File: config.mk
export PLATFORM = sky130hd
export DESIGN_NAME = accel_sample_scheduler
export DESIGN_NICKNAME = d
export VERILOG_FILES = /design/src/rtl/accel_pkg.sv /design/src/rtl/axis_accumulator.sv /design/src/rtl/accel_sample_scheduler.sv
export SDC_FILE = /design/constraint.sdc
export NUM_CORES = 1
export LEC_CHECK = 0
export ABC_AREA = 0
export BUFFER_PORTS_ARGS = -buffer_cell sky130_fd_sc_hd__clkbuf_2
export CORE_MARGIN = 2
export CORE_UTILIZATION = 50
export CTS_CLUSTER_DIAMETER = 40
export DETAILED_ROUTE_END_ITERATION = 16
export PLACE_DENSITY = 0.72
export SETUP_SLACK_MARGIN = 0.2
export SYNTH_ARGS = -nofsm -noshare
export SYNTH_HDL_FRONTEND = slang
export SYNTH_HIERARCHICAL = 1
export SYNTH_SLANG_ARGS = --single-unit
File: constraint.sdc
create_clock -name clk -period 2.75 [get_ports clk]
set_clock_uncertainty 0.05 [all_clocks]
set_input_delay 0.4125 -clock clk [delete_from_list [all_inputs] [get_ports clk]]
set_output_delay 0.4125 -clock clk [all_outputs]
set_load 0.02 [all_outputs]
File: src/rtl/accel_pkg.sv
// Shared types and helpers for the accelerometer sample scheduler.
package accel_pkg;

    localparam int AXIS_W = 16;

    typedef enum logic [2:0] {
        WAIT_INIT = 3'd0,
        IDLE      = 3'd1,
        REQ       = 3'd2,
        BUSY      = 3'd3,
        ACCUM     = 3'd4
    } sched_state_t;

    function automatic logic [7:0] sat_inc8(input logic [7:0] value);
        sat_inc8 = (value == 8'hFF) ? value : value + 8'd1;
    endfunction

endpackage

File: src/rtl/axis_accumulator.sv
// One axis of the box-car averager: sign-extends each sample into a running
// sum and yields the floor-divided block average when the block closes.
module axis_accumulator
    import accel_pkg::*;
#(
    parameter int AVG_LOG2 = 2
) (
    input  logic              clk,
    input  logic              rst_n,
    input  logic              add,
    input  logic              last,
    input  logic              clr,
    input  logic [AXIS_W-1:0] sample,
    output logic [AXIS_W-1:0] result
);
    localparam int ACC_W = AXIS_W + AVG_LOG2;

    logic signed [ACC_W-1:0] acc_r;
    logic signed [ACC_W-1:0] sum_s;

    assign sum_s  = acc_r + ACC_W'(signed'(sample));
    assign result = AXIS_W'(sum_s >>> AVG_LOG2);

    // Running sum; the closing sample of a block restarts it from zero.
    always_ff @(posedge clk or negedge rst_n) begin
        if (!rst_n) begin
            acc_r <= '0;
        end else if (clr) begin
            acc_r <= '0;
        end else if (add) begin
            acc_r <= last ? '0 : sum_s;
        end else begin
            acc_r <= acc_r;
        end
    end

endmodule

File: src/rtl/accel_sample_scheduler.sv
// Periodically fetches X/Y/Z from the ADXL345 controller, averages blocks of
// 2^AVG_LOG2 samples and offers each average on a valid/ready stream.
module accel_sample_scheduler
    import accel_pkg::*;
#(
    parameter int PERIOD_CYCLES  = 50000,
    parameter int AVG_LOG2       = 2,
    parameter int TIMEOUT_CYCLES = 4096
) (
    input  logic              clk,
    input  logic              rst_n,
    input  logic              enable,
    input  logic              adxl_busy,
    input  logic [AXIS_W-1:0] adxl_x,
    input  logic [AXIS_W-1:0] adxl_y,
    input  logic [AXIS_W-1:0] adxl_z,
    output logic              adxl_fetch,
    output logic [AXIS_W-1:0] out_x,
    output logic [AXIS_W-1:0] out_y,
    output logic [AXIS_W-1:0] out_z,
    output logic              out_valid,
    input  logic              out_ready,
    output logic [7:0]        overrun_count,
    output logic              timeout_err
);
    localparam int PER_W = $clog2(PERIOD_CYCLES);
    localparam int TMO_W = $clog2(TIMEOUT_CYCLES + 1);
    localparam int CNT_W = AVG_LOG2 + 1;
    localparam logic [PER_W-1:0] PER_LAST = PER_W'(PERIOD_CYCLES - 1);
    localparam logic [TMO_W-1:0] TMO_LAST = TMO_W'(TIMEOUT_CYCLES - 1);
    localparam logic [CNT_W-1:0] CNT_LAST = CNT_W'((1 << AVG_LOG2) - 1);

    sched_state_t      state_r;
    logic [PER_W-1:0]  period_r;
    logic [TMO_W-1:0]  tmo_r;
    logic [CNT_W-1:0]  cnt_r;
    logic              tick_pend_r;
    logic              discard_r;
    logic              enable_d_r;
    logic [AXIS_W-1:0] cap_x_r, cap_y_r, cap_z_r;
    logic [AXIS_W-1:0] res_x_s, res_y_s, res_z_s;
    logic              tick_s, go_req_s, acc_add_s, acc_last_s, acc_clr_s, load_s;

    // Tick, request and accumulate controls; a tick may start a request directly.
    always_comb begin
        tick_s     = enable && (period_r == PER_LAST);
        go_req_s   = (state_r == IDLE) && enable && (tick_pend_r || tick_s);
        acc_add_s  = (state_r == ACCUM) && enable && !discard_r;
        acc_last_s = (cnt_r == CNT_LAST);
        load_s     = acc_add_s && acc_last_s;
        acc_clr_s  = !enable && ((state_r == IDLE) || (state_r == ACCUM) ||
                                 ((state_r == WAIT_INIT) && !adxl_busy));
    end

    // Sample-rate period counter and the single-entry pending tick.
    always_ff @(posedge clk or negedge rst_n) begin
        if (!rst_n) begin
            period_r    <= '0;
            tick_pend_r <= 1'b0;
        end else if (!enable) begin
            period_r    <= '0;
            tick_pend_r <= 1'b0;
        end else begin
            period_r    <= tick_s ? '0 : period_r + PER_W'(1);
            tick_pend_r <= go_req_s ? 1'b0 : (tick_pend_r | tick_s);
        end
    end

    // Sequencer: fetch handshake, axis capture, timeout abort and sticky error.
    always_ff @(posedge clk or negedge rst_n) begin
        if (!rst_n) begin
            state_r     <= WAIT_INIT;
            adxl_fetch  <= 1'b0;
            tmo_r       <= '0;
            discard_r   <= 1'b0;
            enable_d_r  <= 1'b0;
            timeout_err <= 1'b0;
            cap_x_r     <= '0;
            cap_y_r     <= '0;
            cap_z_r     <= '0;
        end else begin
            enable_d_r <= enable;
            if (enable && !enable_d_r) begin
                timeout_err <= 1'b0;
            end else begin
                timeout_err <= timeout_err;
            end
            case (state_r)
                WAIT_INIT: begin
                    adxl_fetch <= 1'b0;
                    state_r    <= adxl_busy ? WAIT_INIT : IDLE;
                end
                IDLE: begin
                    if (go_req_s) begin
                        state_r    <= REQ;
                        adxl_fetch <= 1'b1;
                        tmo_r      <= '0;
                        discard_r  <= 1'b0;
                    end else begin
                        state_r <= IDLE;
                    end
                end
                REQ, BUSY: begin
                    // Disabling mid-transfer lets it finish but drops its result.
                    if (!enable) begin
                        discard_r <= 1'b1;
                    end
                    if (tmo_r == TMO_LAST) begin
                        state_r     <= WAIT_INIT;
                        adxl_fetch  <= 1'b0;
                        timeout_err <= 1'b1;
                    end else if ((state_r == REQ) && adxl_busy) begin
                        state_r    <= BUSY;
                        adxl_fetch <= 1'b0;
                        tmo_r      <= tmo_r + TMO_W'(1);
                    end else if ((state_r == BUSY) && !adxl_busy) begin
                        state_r <= ACCUM;
                        cap_x_r <= adxl_x;
                        cap_y_r <= adxl_y;
                        cap_z_r <= adxl_z;
                    end else begin
                        tmo_r <= tmo_r + TMO_W'(1);
                    end
                end
                ACCUM: begin
                    state_r <= IDLE;
                end
                default: begin
                    state_r    <= WAIT_INIT;
                    adxl_fetch <= 1'b0;
                end
            endcase
        end
    end

    // Samples accumulated in the current block.
    always_ff @(posedge clk or negedge rst_n) begin
        if (!rst_n) begin
            cnt_r <= '0;
        end else if (acc_clr_s || load_s) begin
            cnt_r <= '0;
        end else if (acc_add_s) begin
            cnt_r <= cnt_r + CNT_W'(1);
        end else begin
            cnt_r <= cnt_r;
        end
    end

    axis_accumulator #(.AVG_LOG2(AVG_LOG2)) u_acc_x (
        .clk(clk), .rst_n(rst_n), .add(acc_add_s), .last(acc_last_s),
        .clr(acc_clr_s), .sample(cap_x_r), .result(res_x_s)
    );
    axis_accumulator #(.AVG_LOG2(AVG_LOG2)) u_acc_y (
        .clk(clk), .rst_n(rst_n), .add(acc_add_s), .last(acc_last_s),
        .clr(acc_clr_s), .sample(cap_y_r), .result(res_y_s)
    );
    axis_accumulator #(.AVG_LOG2(AVG_LOG2)) u_acc_z (
        .clk(clk), .rst_n(rst_n), .add(acc_add_s), .last(acc_last_s),
        .clr(acc_clr_s), .sample(cap_z_r), .result(res_z_s)
    );

    // Output stream register: a load always wins, overwriting unread data counts.
    always_ff @(posedge clk or negedge rst_n) begin
        if (!rst_n) begin
            out_x         <= '0;
            out_y         <= '0;
            out_z         <= '0;
            out_valid     <= 1'b0;
            overrun_count <= 8'd0;
        end else if (load_s) begin
            out_x     <= res_x_s;
            out_y     <= res_y_s;
            out_z     <= res_z_s;
            out_valid <= 1'b1;
            if (out_valid && !out_ready) begin
                overrun_count <= sat_inc8(overrun_count);
            end
        end else if (out_ready) begin
            out_valid <= 1'b0;
        end else begin
            out_valid <= out_valid;
        end
    end

endmodule

# --- Yosys cells after proc, flatten, opt, wreduce, memory -nomap -nowiden ---
# Index checks and enable logic that the tools add are counted.
classes:
  n_mux: 38
  n_bitwise: 5
  shifts: 0
  div: 0
  multipliers: 0
  n_eq_ne: 14
  n_addsub: 7
  n_lt_le_gt_ge: 0
  n_reduce_logical: 32
ops:
  columns: ["operator", "n"]
  rows:
  - ["$mux W18", 9]
  - ["$add A18 B16 Y18", 3]
  - ["$mux W13", 4]
  - ["$mux W16", 2]
  - ["$pmux W13 S2", 1]
  - ["$add A16 B1 Y16 const B", 1]
  - ["$eq A16 B16 Y1 const B", 1]
  - ["$mux W3", 5]
  - ["$add A13 B1 Y13 const B", 1]
  - ["$eq A13 B12 Y1 const B", 1]
  - ["$mux W1", 13]
  - ["$logic_and A1 B1 Y1", 12]
  - ["$pmux W3 S4", 1]
  - ["$eq A3 B2 Y1 const B", 3]
  - ["$reduce_and A3 Y1", 3]
  - ["$add A8 B1 Y8 const B", 1]
  - ["$eq A8 B8 Y1 const B", 1]
  - ["$reduce_and A4 Y1", 2]
  - ["$reduce_bool A2 Y1", 4]
  - ["$ne A2 B2 Y1 const B", 3]
  - ["$ne A3 B3 Y1 const B", 2]
  - ["$logic_not A1 Y1", 5]
  - ["$logic_or A1 B1 Y1", 4]
  - ["$ne A4 B4 Y1 const B", 1]
  - ["other kinds (10)", 13]
word_totals:
  mem_count: 0
  romBits: 0
  inputBits: 53
  regBits: 199
  latch_bits: 0
  output_inout_bits: 59
  ram_bits: 0
  wordCells: 116

# --- Depth between registers and ports, before layout ---
# Gate-level depths: netlist (run 1).
depth:
  ltp_word: 6
  mapped_depth: 9
  mapped_depth_nobuf: 9

# --- Hierarchy ---
# Netlist (run 1), hierarchy kept.
by_module_without_submodules:
  columns: ["mod", "area_each_um2", "cells_each", "seq_area_each_um2", "instances"]
  rows:
  - ["accel_sample_scheduler", 5941.9, 438, 3628.5, 1]
  - ["axis_accumulator", 1397.6, 137, 450.4, 3]

# --- Least setup slack after synthesis (run 1) ---
# Ideal clock, no wire load.
synth_timing:
  path_type: "input to register"
  start: "in adxl_busy"
  end: "reg u_acc_x.acc_r[0]"
  required_time_ns: 2.579
  t_arrival_ns: 2.578
  path_buffers: 1
  stages: 6
  setup_ns: 0.121
  slack_ns: 0.002
  cell_sequence: "inv_1 nor3_1 a2111oi_0 nor2_1 clkbuf_1 a22o_1"
synth_between:
  elab_chain_len: 5
  word_cells_on_any_way: 6
  cone_classes: "mux: 1; reduce/logical: 5"
synth_lines:
  columns: ["element", "line_no", "source"]
  rows:
  - ["start: declaration", "accel_sample_scheduler.sv:13", "input logic adxl_busy,"]
  - ["$logic_not A1 Y1 *", "accel_sample_scheduler.sv:52", "((state_r == WAIT_INIT) && !adxl_busy));"]
  - ["$logic_and A1 B1 Y1 *", "accel_sample_scheduler.sv:52", null]
  - ["$logic_or A1 B1 Y1 *", "accel_sample_scheduler.sv:51", "acc_clr_s = !enable && ((state_r == IDLE) || (state_r == ACCUM) ||"]
  - ["$logic_and A1 B1 Y1 *", "accel_sample_scheduler.sv:51", null]
  - ["net acc_clr_s", "accel_sample_scheduler.sv:42", "logic tick_s, go_req_s, acc_add_s, acc_last_s, acc_clr_s, load_s;"]
  - ["$mux W18 / $reduce_bool A2 Y1 (equally long branches)", null, null]
  - ["end signal: assignment", "axis_accumulator.sv:31", "acc_r <= last ? '0 : sum_s;"]
  - ["end signal: assignment", "axis_accumulator.sv:33", "acc_r <= acc_r;"]
  - ["end: declaration", "axis_accumulator.sv:18", "logic signed [ACC_W-1:0] acc_r;"]
# The timed path passes the listed nets; every way through them passes the cells marked *.
# A chain may end at the register's enable or synchronous reset.

# --- Worst setup path in the final report (run 1) ---
layout_timing:
  start: "reg cap_y_r[0]"
  end: "reg out_y[12]"
layout_between:
  elab_chain_len: 1
layout_lines:
  columns: ["element", "line_no", "source"]
  rows:
  - ["start: declaration", "accel_sample_scheduler.sv:40", "logic [AXIS_W-1:0] cap_x_r, cap_y_r, cap_z_r;"]
  - ["start signal: assignment", "accel_sample_scheduler.sv:119", "cap_y_r <= adxl_y;"]
  - ["$add A18 B16 Y18", "axis_accumulator.sv:21", "assign sum_s = acc_r + ACC_W'(signed'(sample));"]
  - ["net res_y_s[12]", "accel_sample_scheduler.sv:41", "logic [AXIS_W-1:0] res_x_s, res_y_s, res_z_s;"]
  - ["end signal: assignment", "accel_sample_scheduler.sv:172", "out_y <= res_y_s;"]
  - ["end: declaration", "accel_sample_scheduler.sv:19", "output logic [AXIS_W-1:0] out_y,"]
# The timed path passes the listed nets, and every way through them passes these cells.

==> results of run 1 <==
cell families (layout without fill, tap and decap cells):
| logic type | count (synthesis) | in the layout | share of synthesized area, % |
|---|---|---|---|
| fa+ha+maj | 59 | 59 | 7.51 |
| xor+xnor | 80 | 80 | 6.91 |
| simple gates | 186 | 186 | 9.62 |
| mux | 98 | 98 | 11.2 |
| buf+inv | 39 | 200 | 1.73 |
| compound gates | 188 | 188 | 13.9 |
| flops | 199 | 199 | 49.1 |
layout make-up:
type,instances,area [um^2]
well taps,270,338
inverters,18,67.6
multi-input cells,611,5100
repair buffers,150,922
clock inverters,12,119
fillers,1710,8060
clock buffers,20,447
flip-flops and latches,199,4980
power breakdown:
part           switching (uW)  internal, uW  total (uW)  leakage (uW)
sequential               7.43          2930        2940       0.00277
clock                    1140          1290        2430      0.000273
combinational             114          55.4         170       0.00349
timing repair:
action | 4_1_cts | 5_1_grt
gates resized for setup | 8 | 9
hold buffers | 1 | 0
setup endpoints to repair | 15 | 25
gates cloned | 0 | 0
hold endpoints to repair | 62 | 0
pin swaps | 13 | 5
buffers inserted | 8 | 8
cell usage after synthesis, drive strengths merged (7+ instances only):
cell	n	area, um^2
a21o	30	225
a21oi	46	241
a22o	54	473
and3	10	62.6
buf	13	77.6
clkbuf	8	30.0
dfrtp	199	4980
ha	56	701
inv	18	67.6
mux2	97	1130
nand2	29	109
nand3	28	140
nand4	12	81.3
nor2	50	188
nor2b	13	81.3
nor3	11	65.1
nor3b	7	52.6
o21ai	18	90.1
or3	7	43.8
xnor2	39	342
xor2	41	359
per-stage QoR:
step	cell area [um^2]	power [uW]	hold slack, ns	setup WS [ns]
floorplan	10100	3030	0.0669	0.201
global placement	11200	3170	0.391	0.0626
detailed placement	11200	3170	0.395	-0.00408
CTS	11900	5610	0.143	0.158
global route	12000	5740	0.146	0.0692
finish	12000	5540	0.157	0.176
cell usage in the layout, fill, tap and decap left out, drive strengths merged, types with 4 or more instances in the layout:
cell / n
dfrtp: 199
or3: 7
buf: 38
nand2: 29
a21oi: 46
nor2: 50
clkinv: 5
a21o: 30
nor3: 11
a22o: 54
clkbuf: 131
ha: 56
nand4: 12
o21bai: 6
nor3b: 7
xnor2: 39
o311ai: 4
xor2: 41
mux2: 97
nor2b: 13
nor4: 6
o21ai: 18
nand3: 28
inv: 22
and3: 10
worst max-delay path, cell delays in order (launching register included):
cell and delay [ns]:
dfrtp_1 0.38, ha_2 0.20, fa_2 0.36, a21o_1 0.21
a221oi_4 0.31, o311ai_4 0.15, a211o_1 0.32, a21oi_2 0.13
xnor2_1 0.10, mux2_2 0.26
metal layers:
layer	vias to the layer above	part of all wire (%)	GRT usage, %
met5	-	0	0
met2	99	47	32.2
met4	0	0.93	5.49
met1	3488	50	29.1
li1	3407	-	-
met3	12	2.8	3.59
path summary, 6_finish.rpt:
kind | endpoint | from | slack, ns | cells after the start
max in group asynchronous | u_acc_x/acc_r[8]$_DFFE_PN0P_ | rst_n | 1.40 | 3
max | out_y[12]$_DFFE_PN0P_ | cap_y_r[0]$_DFFE_PN0P_ | 0.18 | 9
min in group asynchronous | overrun_count[7]$_DFFE_PN0P_ | rst_n | 0.48 | 2
min | cap_y_r[14]$_DFFE_PN0P_ | adxl_y[14] | 0.16 | 2
min reg2reg | timeout_err$_DFF_PN0_ | enable_d_r$_DFF_PN0_ | 0.43 | 2
max reg2reg | out_y[12]$_DFFE_PN0P_ | cap_y_r[0]$_DFFE_PN0P_ | 0.18 | 9
==> results.toml, run 1 <==
[outcome]
status = "finished, final reports clean"

[timing]
maxSlewViolCount = 0
setup_viol = 0
worst_pin_slew_ns = 0.572
rsz0062_at_grt = "yes"
finalHoldViolations = 0
tns_ns = 0
maxSlewHeadroom_pct = 61.8
fin_crit_ns = 2.57
period_share_pct = 93.6
fmax_mhz = 389

[final_layout]
drive_above_1_share_pct = 31.5
fin_util_pct = 59.8
diodes = 0
area_growth_pct = 18.2
nets = 1109
stdcell_count = 1280
largestRegisters = "u_acc_x/acc_r x18, u_acc_y/acc_r x18, u_acc_z/acc_r x18"

[run]
maxCapViolations = 0

[clock_network]
numCtsBuffers = 17
path_clk_slew_ns = 0.08
cts_sinks = 199
clockBufferDepth = 2
h-tree-depth = 4
root_buffer = "clkbuf_16"
clk_latency_ns = 0.43
cts_tree = "done"

[placed_design]
dp_hpwl_um = 14300
portBuffers = 111
globalplace.congestion = 0.842
dp_cells = 1231

[synthesis]
yosysUniqueCellTypes = 56
syn-mean-instance-area_um2 = 11.9
synth_cells = 849
async_reset_ff_share_pct = 100
syn_area_um2 = 10100
ys_seq_area_share_pct = 49.1
synth-warning-count = 6
syn_nets = 961
synthFlopType = "dfrtp_1"
synth-edff-count = 0
synth.ff_latch_count = 199

[setup_path]
cp-end-kind = "register"
crit_required_ns = 3.02
cp-start-kind = "register"
worstPathMaxFanout = 4
worstSetupPathType = "reg2reg"
arrival_ns = 2.85

[global_routing]
grt_usage_pct = 20.3
grt_pass1_wl_um = 35400
antenna_found_initial = 0
grt_max_degree = 67
first_global_vias = 7028
gr-total-overflow = 0

[routing]
drc = 0
wl_um = 20800
first_pass_iters = 4
wl_per_cell_um = 16.3
final_antenna_net_count = 0
vias = 7006
drt_iter0_drc = 277
post_drt_via_cell_ratio = 5.47

[die]
rows = 52
fp.dieW_um = 146
die_area_um2 = 21400
start_util_pct = 50.6
core_area_um2 = 20000
pin_count = 112
die_h_um = 146

[power_and_ir_drop]
power_density_nw_per_um2 = 463
power_leakage_uw = 0.00653
irDropWorstVdd_mv = 0.426

[worst_hold_path]
min_path_type = "in2reg"
Power figures use the tool's default switching activity.
==> run 2: changes to the inputs <==
--- a/config.mk
+++ b/config.mk
@@ -11,6 +11,8 @@
 export CORE_UTILIZATION = 50
 export CTS_CLUSTER_DIAMETER = 40
 export DETAILED_ROUTE_END_ITERATION = 16
+export GPL_ROUTABILITY_DRIVEN = 1
+export GPL_TIMING_DRIVEN = 0
 export PLACE_DENSITY = 0.72
 export SETUP_SLACK_MARGIN = 0.2
 export SYNTH_ARGS = -nofsm -noshare
==> run 2 against run 1 <==
The flow now finishes with violations (negative hold slack). First-iteration DRC count increased by 32%. Clock power increased by 2%. Hold slack got worse by 0.18 ns. Die area unchanged. Non-clock buffer count increased by 3. Sequential cell count unchanged. Final cell count increased by 0.23%. Utilization increased by 0.26 points. Global-route usage increased by 0.32 points. Register-to-register slack got worse by 0.04 ns. Setup slack got worse by 0.041 ns. Sequential share of layout area decreased by 0.18 points. Largest power group unchanged. Highest routed layer unchanged.
==> results.toml, run 2 (same netlist as run 1, synthesis figures left out) <==
[timing]
period_share_pct = 95.1
finalHoldViolations = 4
setup_viol = 0
rsz0062_at_grt = "yes"
fin_crit_ns = 2.62
maxSlewViolCount = 0
fmax_mhz = 382
maxSlewHeadroom_pct = 47.8
fin_hold_ws_ns = -0.0185
worst_pin_slew_ns = 0.783

[final_layout]
final_cell_mix = "dfrtp_1 (199), clkbuf_2 (115), mux2_2 (88)"
diodes = 0
drive_above_1_share_pct = 32.2
fin_util_pct = 60.0
layout_commonest_cell = "dfrtp_1"
area_growth_pct = 18.7
nets = 1112
largestRegisters = "u_acc_x/acc_r x18, u_acc_y/acc_r x18, u_acc_z/acc_r x18"
fillers = 1721

[setup_path]
arrival_ns = 2.88
cp-start-kind = "register"
slowest_stage = "dfrtp_1"
crit_required_ns = 3.01
critical-path-max-stage-delay_ns = 0.39
worstSetupPathType = "reg2reg"
cp-end-kind = "register"
worstPathMaxFanout = 4
path_cells = "ha_2 > fa_2 > a21o_1 > a221oi_4 > o311ai_4 > a211o_1 > a21oi_2 > xnor2_2 > mux2_2"

[routing]
wl_met1_um = 10100
first_pass_iters = 5
drt_iter0_drc = 367
vias = 7117
wl_um = 21300
final_antenna_net_count = 0
wl_met2_um = 10200
top_layer_used = "met4"
post_drt_via_cell_ratio = 5.55
drc = 0
route.met3.wl_um = 830
wl_per_cell_um = 16.6

[outcome]
failed_checks = "negative hold slack"
status = "finished, violations left"

[placed_design]
dp_hpwl_um = 14600
globalplace.congestion = 0.795
portBuffers = 111

[global_routing]
gr-total-overflow = 0
grt_max_degree = 112
grt_pass1_wl_um = 35700
first_global_vias = 7041
grt_usage_pct = 20.6
antenna_found_initial = 0

[clock_network]
root_buffer = "clkbuf_16"
path_clk_slew_ns = 0.07
cts_sinks = 199
h-tree-depth = 4
clockBufferDepth = 2
hold_buffers = 0
cts_tree = "done"
clk_latency_ns = 0.43
numCtsBuffers = 17

[die]
core_area_um2 = 20000
die_h_um = 146
pin_count = 112
rows = 52
start_util_pct = 50.6
fp.dieW_um = 146
die_area_um2 = 21400

[power_and_ir_drop]
power_leakage_uw = 0.00654
power_density_nw_per_um2 = 466
irDropWorstVdd_mv = 0.401
p_total_uw = 5600

[run]
maxCapViolations = 0

[worst_hold_path]
min_path_type = "in2async"
run 2: timing repair:
item | in CTS | in global routing
buffers inserted | 8 | 11
resized for setup | 17 | 28
endpoints found under the setup margin | 64 | 80
pin swaps | 12 | 10
cloned | 0 | 0
run 2: per-stage QoR:
step / setup slack [ns] / setup TNS [ns] / std cells / cell area, um^2 / hold slack (ns)
finish: 0.135 / 0 / 1283 / 12000 / -0.0185
global route: 0.0463 / 0 / 1283 / 12000 / 0.0417
floorplan: 0.201 / 0 / 849 / 10100 / 0.0669
detailed placement: -0.523 / -19.19 / 1232 / 11100 / 0.401
global placement: -2.66 / -542.15 / 1230 / 11000 / 0.401
CTS: 0.161 / 0 / 1272 / 11900 / 0.0218
run 2: final cells by class:
cell class / count / area, um^2 / share of cell area, %
Clock buffer: 21 / 460 / 3.83
Timing Repair Buffer: 132 / 762 / 6.33
Buffer: 21 / 116 / 0.967
Multi-Input combinational cell: 611 / 5180 / 43.1
Clock inverter: 11 / 125 / 1.04
Tap cell: 270 / 338 / 2.81
Sequential cell: 199 / 4980 / 41.4
Inverter: 18 / 67.6 / 0.562
run 2: worst paths after layout:
| check | start | to | slack (ns) | cells after the start |
|---|---|---|---|---|
| max in group asynchronous | rst_n | out_z[12]$_DFFE_PN0P_ | 1.84 | 3 |
| worst max-delay path | cap_x_r[0]$_DFFE_PN0P_ | out_x[12]$_DFFE_PN0P_ | 0.13 | 9 |
| worst min register to register | enable_d_r$_DFF_PN0_ | timeout_err$_DFF_PN0_ | 0.42 | 2 |
| worst max register to register | cap_x_r[0]$_DFFE_PN0P_ | out_x[12]$_DFFE_PN0P_ | 0.13 | 9 |
| worst min-delay path | rst_n | overrun_count[6]$_DFFE_PN0P_ | -0.02 | 2 |
| min in group clk | adxl_y[4] | cap_y_r[4]$_DFFE_PN0P_ | 0.16 | 2 |
run 2: routing by layer:
metal  vias up  track usage [%]
met5         -                0
met4         0             5.24
met3        19             3.88
met2       120             32.5
met1      3554             29.7
li1       3424                -
run 2: report_power, final:
group / switching [uW] / total, uW / internal [uW]
Clock: 1110 / 2490 / 1390
Combinational: 115 / 167 / 52.0
Sequential: 8.32 / 2940 / 2930
Total: 1230 / 5600 / 4370
run 2: critical path: cells and delay by family, from the launching register on:
family	cells	cell delay, ns
mux	1	0.27
xor+xnor	1	0.09
fa+ha+maj	2	0.54
flops	1	0.39
compound gates	5	1.17
==> run 3: changes to the inputs <==
--- a/config.mk
+++ b/config.mk
@@ -17,5 +17,4 @@
 export SETUP_SLACK_MARGIN = 0.2
 export SYNTH_ARGS = -nofsm -noshare
 export SYNTH_HDL_FRONTEND = slang
-export SYNTH_HIERARCHICAL = 1
 export SYNTH_SLANG_ARGS = --single-unit
==> run 3 against run 2 <==
The flow still finishes with violations (negative hold slack). Die area increased by 0.73%. Critical path type unchanged. Highest routed layer unchanged. Setup slack better by 0.040 ns. Clock power increased by 4%. Maximum frequency grew 1.5%. Final area about the same. Critical endpoint is now u_acc_y.acc_r[17]$_DFFE_PN0P_. Non-clock buffer count up 6. First-iteration DRC count shrank 1.9%. Utilization decreased by 0.42 points. Sequential share of layout area hardly changed.
==> results.toml, run 3 <==
[outcome]
status = "finished, violations left"
failed_checks = "negative hold slack"

[clock_network]
h-tree-depth = 4
cts_tree = "done"
path_clk_slew_ns = 0.07
root_buffer = "clkbuf_16"
cts_sinks = 199
clk_latency_ns = 0.44
clockBufferDepth = 2
numCtsBuffers = 17

[timing]
fin_crit_ns = 2.58
period_share_pct = 93.7
setup_viol = 0
maxSlewHeadroom_pct = 49.8
fin_hold_ws_ns = -0.0286
worst_pin_slew_ns = 0.754
finalHoldViolations = 20
rsz0062_at_grt = "yes"
maxSlewViolCount = 0
fmax_mhz = 388
tns_ns = 0

[final_layout]
stdcell_count = 1444
final_cell_mix = "dfrtp_1 (199), nand2_1 (196), clkbuf_2 (116)"
area_growth_pct = 17.7
largestRegisters = "u_acc_x.acc_r x18, u_acc_y.acc_r x18, u_acc_z.acc_r x18"
drive_above_1_share_pct = 20.4
layout_commonest_cell = "dfrtp_1"
multi_input_area_um2 = 5170
nets = 1274
seqCellArea_um2 = 4980
diodes = 0
fillers = 1747

[die]
die_h_um = 147
core_area_um2 = 20200
die_area_um2 = 21600
start_util_pct = 50.6
rows = 52
pin_count = 112
fp.dieW_um = 147

[routing]
first_pass_iters = 5
wl_per_cell_um = 16.8
vias = 8028
final_antenna_net_count = 0
drc = 0
post_drt_via_cell_ratio = 5.56
drt_iter0_drc = 360
wl_um = 24200

[synthesis]
synth.largest_area_cell = "dfrtp_1"
synth_area_leaders = "dfrtp_1 (49%), nand2_1 (7.2%), ha_1 (6.9%), xnor2_1 (3.8%), mux2_2 (3.7%)"
synth_cells = 1018
synth-edff-count = 0
synth-warning-count = 0
ys_seq_area_share_pct = 48.8
synth_common_cells = "dfrtp_1 (199), nand2_1 (196), nor2_1 (63), ha_1 (56), o21ai_0 (50)"
syn_nets = 1130
post-synth-top-count-cell = "dfrtp_1"
synthFlopType = "dfrtp_1"
yosysUniqueCellTypes = 64
syn_area_um2 = 10200
synth.ff_latch_count = 199
async_reset_ff_share_pct = 100
syn-mean-instance-area_um2 = 10.0
synth_top_cell_area_share_pct = 48.8

[global_routing]
first_global_vias = 7879
grt_usage_pct = 23.0
antenna_found_initial = 0
gr-total-overflow = 0
grt_max_degree = 111
grt_pass1_wl_um = 40000

[power_and_ir_drop]
power_density_nw_per_um2 = 572
p_total_uw = 6880
irDropWorstVdd_mv = 0.421
power_leakage_uw = 0.00622

[setup_path]
arrival_ns = 2.91
worstSetupPathType = "reg2reg"
cp-end-kind = "register"
worstPathMaxFanout = 4
crit_required_ns = 3.08
cp-start-kind = "register"

[worst_hold_path]
min_path_type = "in2async"

[placed_design]
portBuffers = 111
dp_cells = 1400
dp_hpwl_um = 17200
globalplace.congestion = 0.878

[run]
maxCapViolations = 0
==> run 3: changes by cell type in the layout (fill, tap and decap cells not counted), sizes merged, moves of 12 or more <==
cell    delta
o21ai     +34
xor2      -14
mux2      -63
clkbuf    +22
inv       +12
buf       -16
a21o      -15
nor2      +14
nand2    +167
==> run 3: what timing repair did <==
item,in CTS,in global routing
pin swaps,10,18
hold endpoints to repair,0,0
hold buffers,0,0
endpoints found under the setup margin,81,108
setup buffers,6,7
resized for setup,15,42
==> run 3: layer usage <==
layer / vias to the layer above / part of all wire [%] / GRT usage [%]
li1: 3868 / - / -
met1: 3975 / 45 / 31.3
met2: 156 / 49 / 37.8
met3: 29 / 4.7 / 5.19
met4: 0 / 1.5 / 5.96
met5: - / 0 / 0
==> run 3: cells by family after synthesis <==
kind of cell / count (synthesis) / share of synthesized area, %
AOI/OAI and AO/OA: 220 / 14.9
xor gates and xnor gates: 71 / 6.09
adders and majority gates: 59 / 7.45
buffers and inverters: 63 / 2.35
DFF: 199 / 48.8
muxes: 41 / 4.44
and+or+nand+nor: 365 / 16.0
==> run 3: where the power goes <==
part	leakage [uW]	switching [uW]	total, uW	internal, uW
clock	0.000288	1140	2600	1460
sequential	0.00272	139	3240	3100
combinational	0.00321	629	1040	412
==> run 3: per-stage QoR <==
stage | hold WS, ns | setup WS, ns | utilization [%] | area (um^2)
3_3_place_gp | 0.396 | -2.64 | 55.1 | 11100
3_5_place_dp | 0.396 | -0.0529 | 55.2 | 11100
4_1_cts | 0.00695 | 0.170 | 58.7 | 11800
5_1_grt | 0.0325 | 0.0932 | 59.6 | 12000
2_1_floorplan | 0.0669 | 0.313 | - | 10200
6_report | -0.0286 | 0.174 | 59.6 | 12000
==> run 3: area by class of cell <==
cell class / instances / share of cell area, %
multi-input cells: 756 / 43.0
flip-flops and latches: 199 / 41.4
repair buffers: 125 / 5.73
clock buffers: 21 / 3.75
well taps: 270 / 2.81
clock inverters: 10 / 1.22
plain buffers: 34 / 1.18
inverters: 29 / 0.905
==> run 3: worst max-delay path, stage by stage, from the launching register on <==
cell     delay, ns
dfrtp_1       0.40
ha_1          0.31
a21oi_2       0.18
nor2_2        0.08
o32a_4        0.39
a211o_4       0.36
and3_4        0.19
or4_1         0.47
nand3_1       0.10
==> run 3: worst paths after layout <==
path                       cells after the start                         start                             to  slack, ns
max                                            8  u_acc_y.acc_r[1]$_DFFE_PN0P_  u_acc_y.acc_r[17]$_DFFE_PN0P_       0.17
min                                            1                         rst_n           out_y[6]$_DFFE_PN0P_      -0.03
max reg2reg                                    8  u_acc_y.acc_r[1]$_DFFE_PN0P_  u_acc_y.acc_r[17]$_DFFE_PN0P_       0.17
min reg2reg                                    1         period_r[0]$_DFF_PN0_          period_r[0]$_DFF_PN0_       0.41
max in group asynchronous                      2                         rst_n   u_acc_x.acc_r[5]$_DFFE_PN0P_       1.71
min in group clk                               3                    adxl_z[10]        cap_z_r[10]$_DFFE_PN0P_       0.10
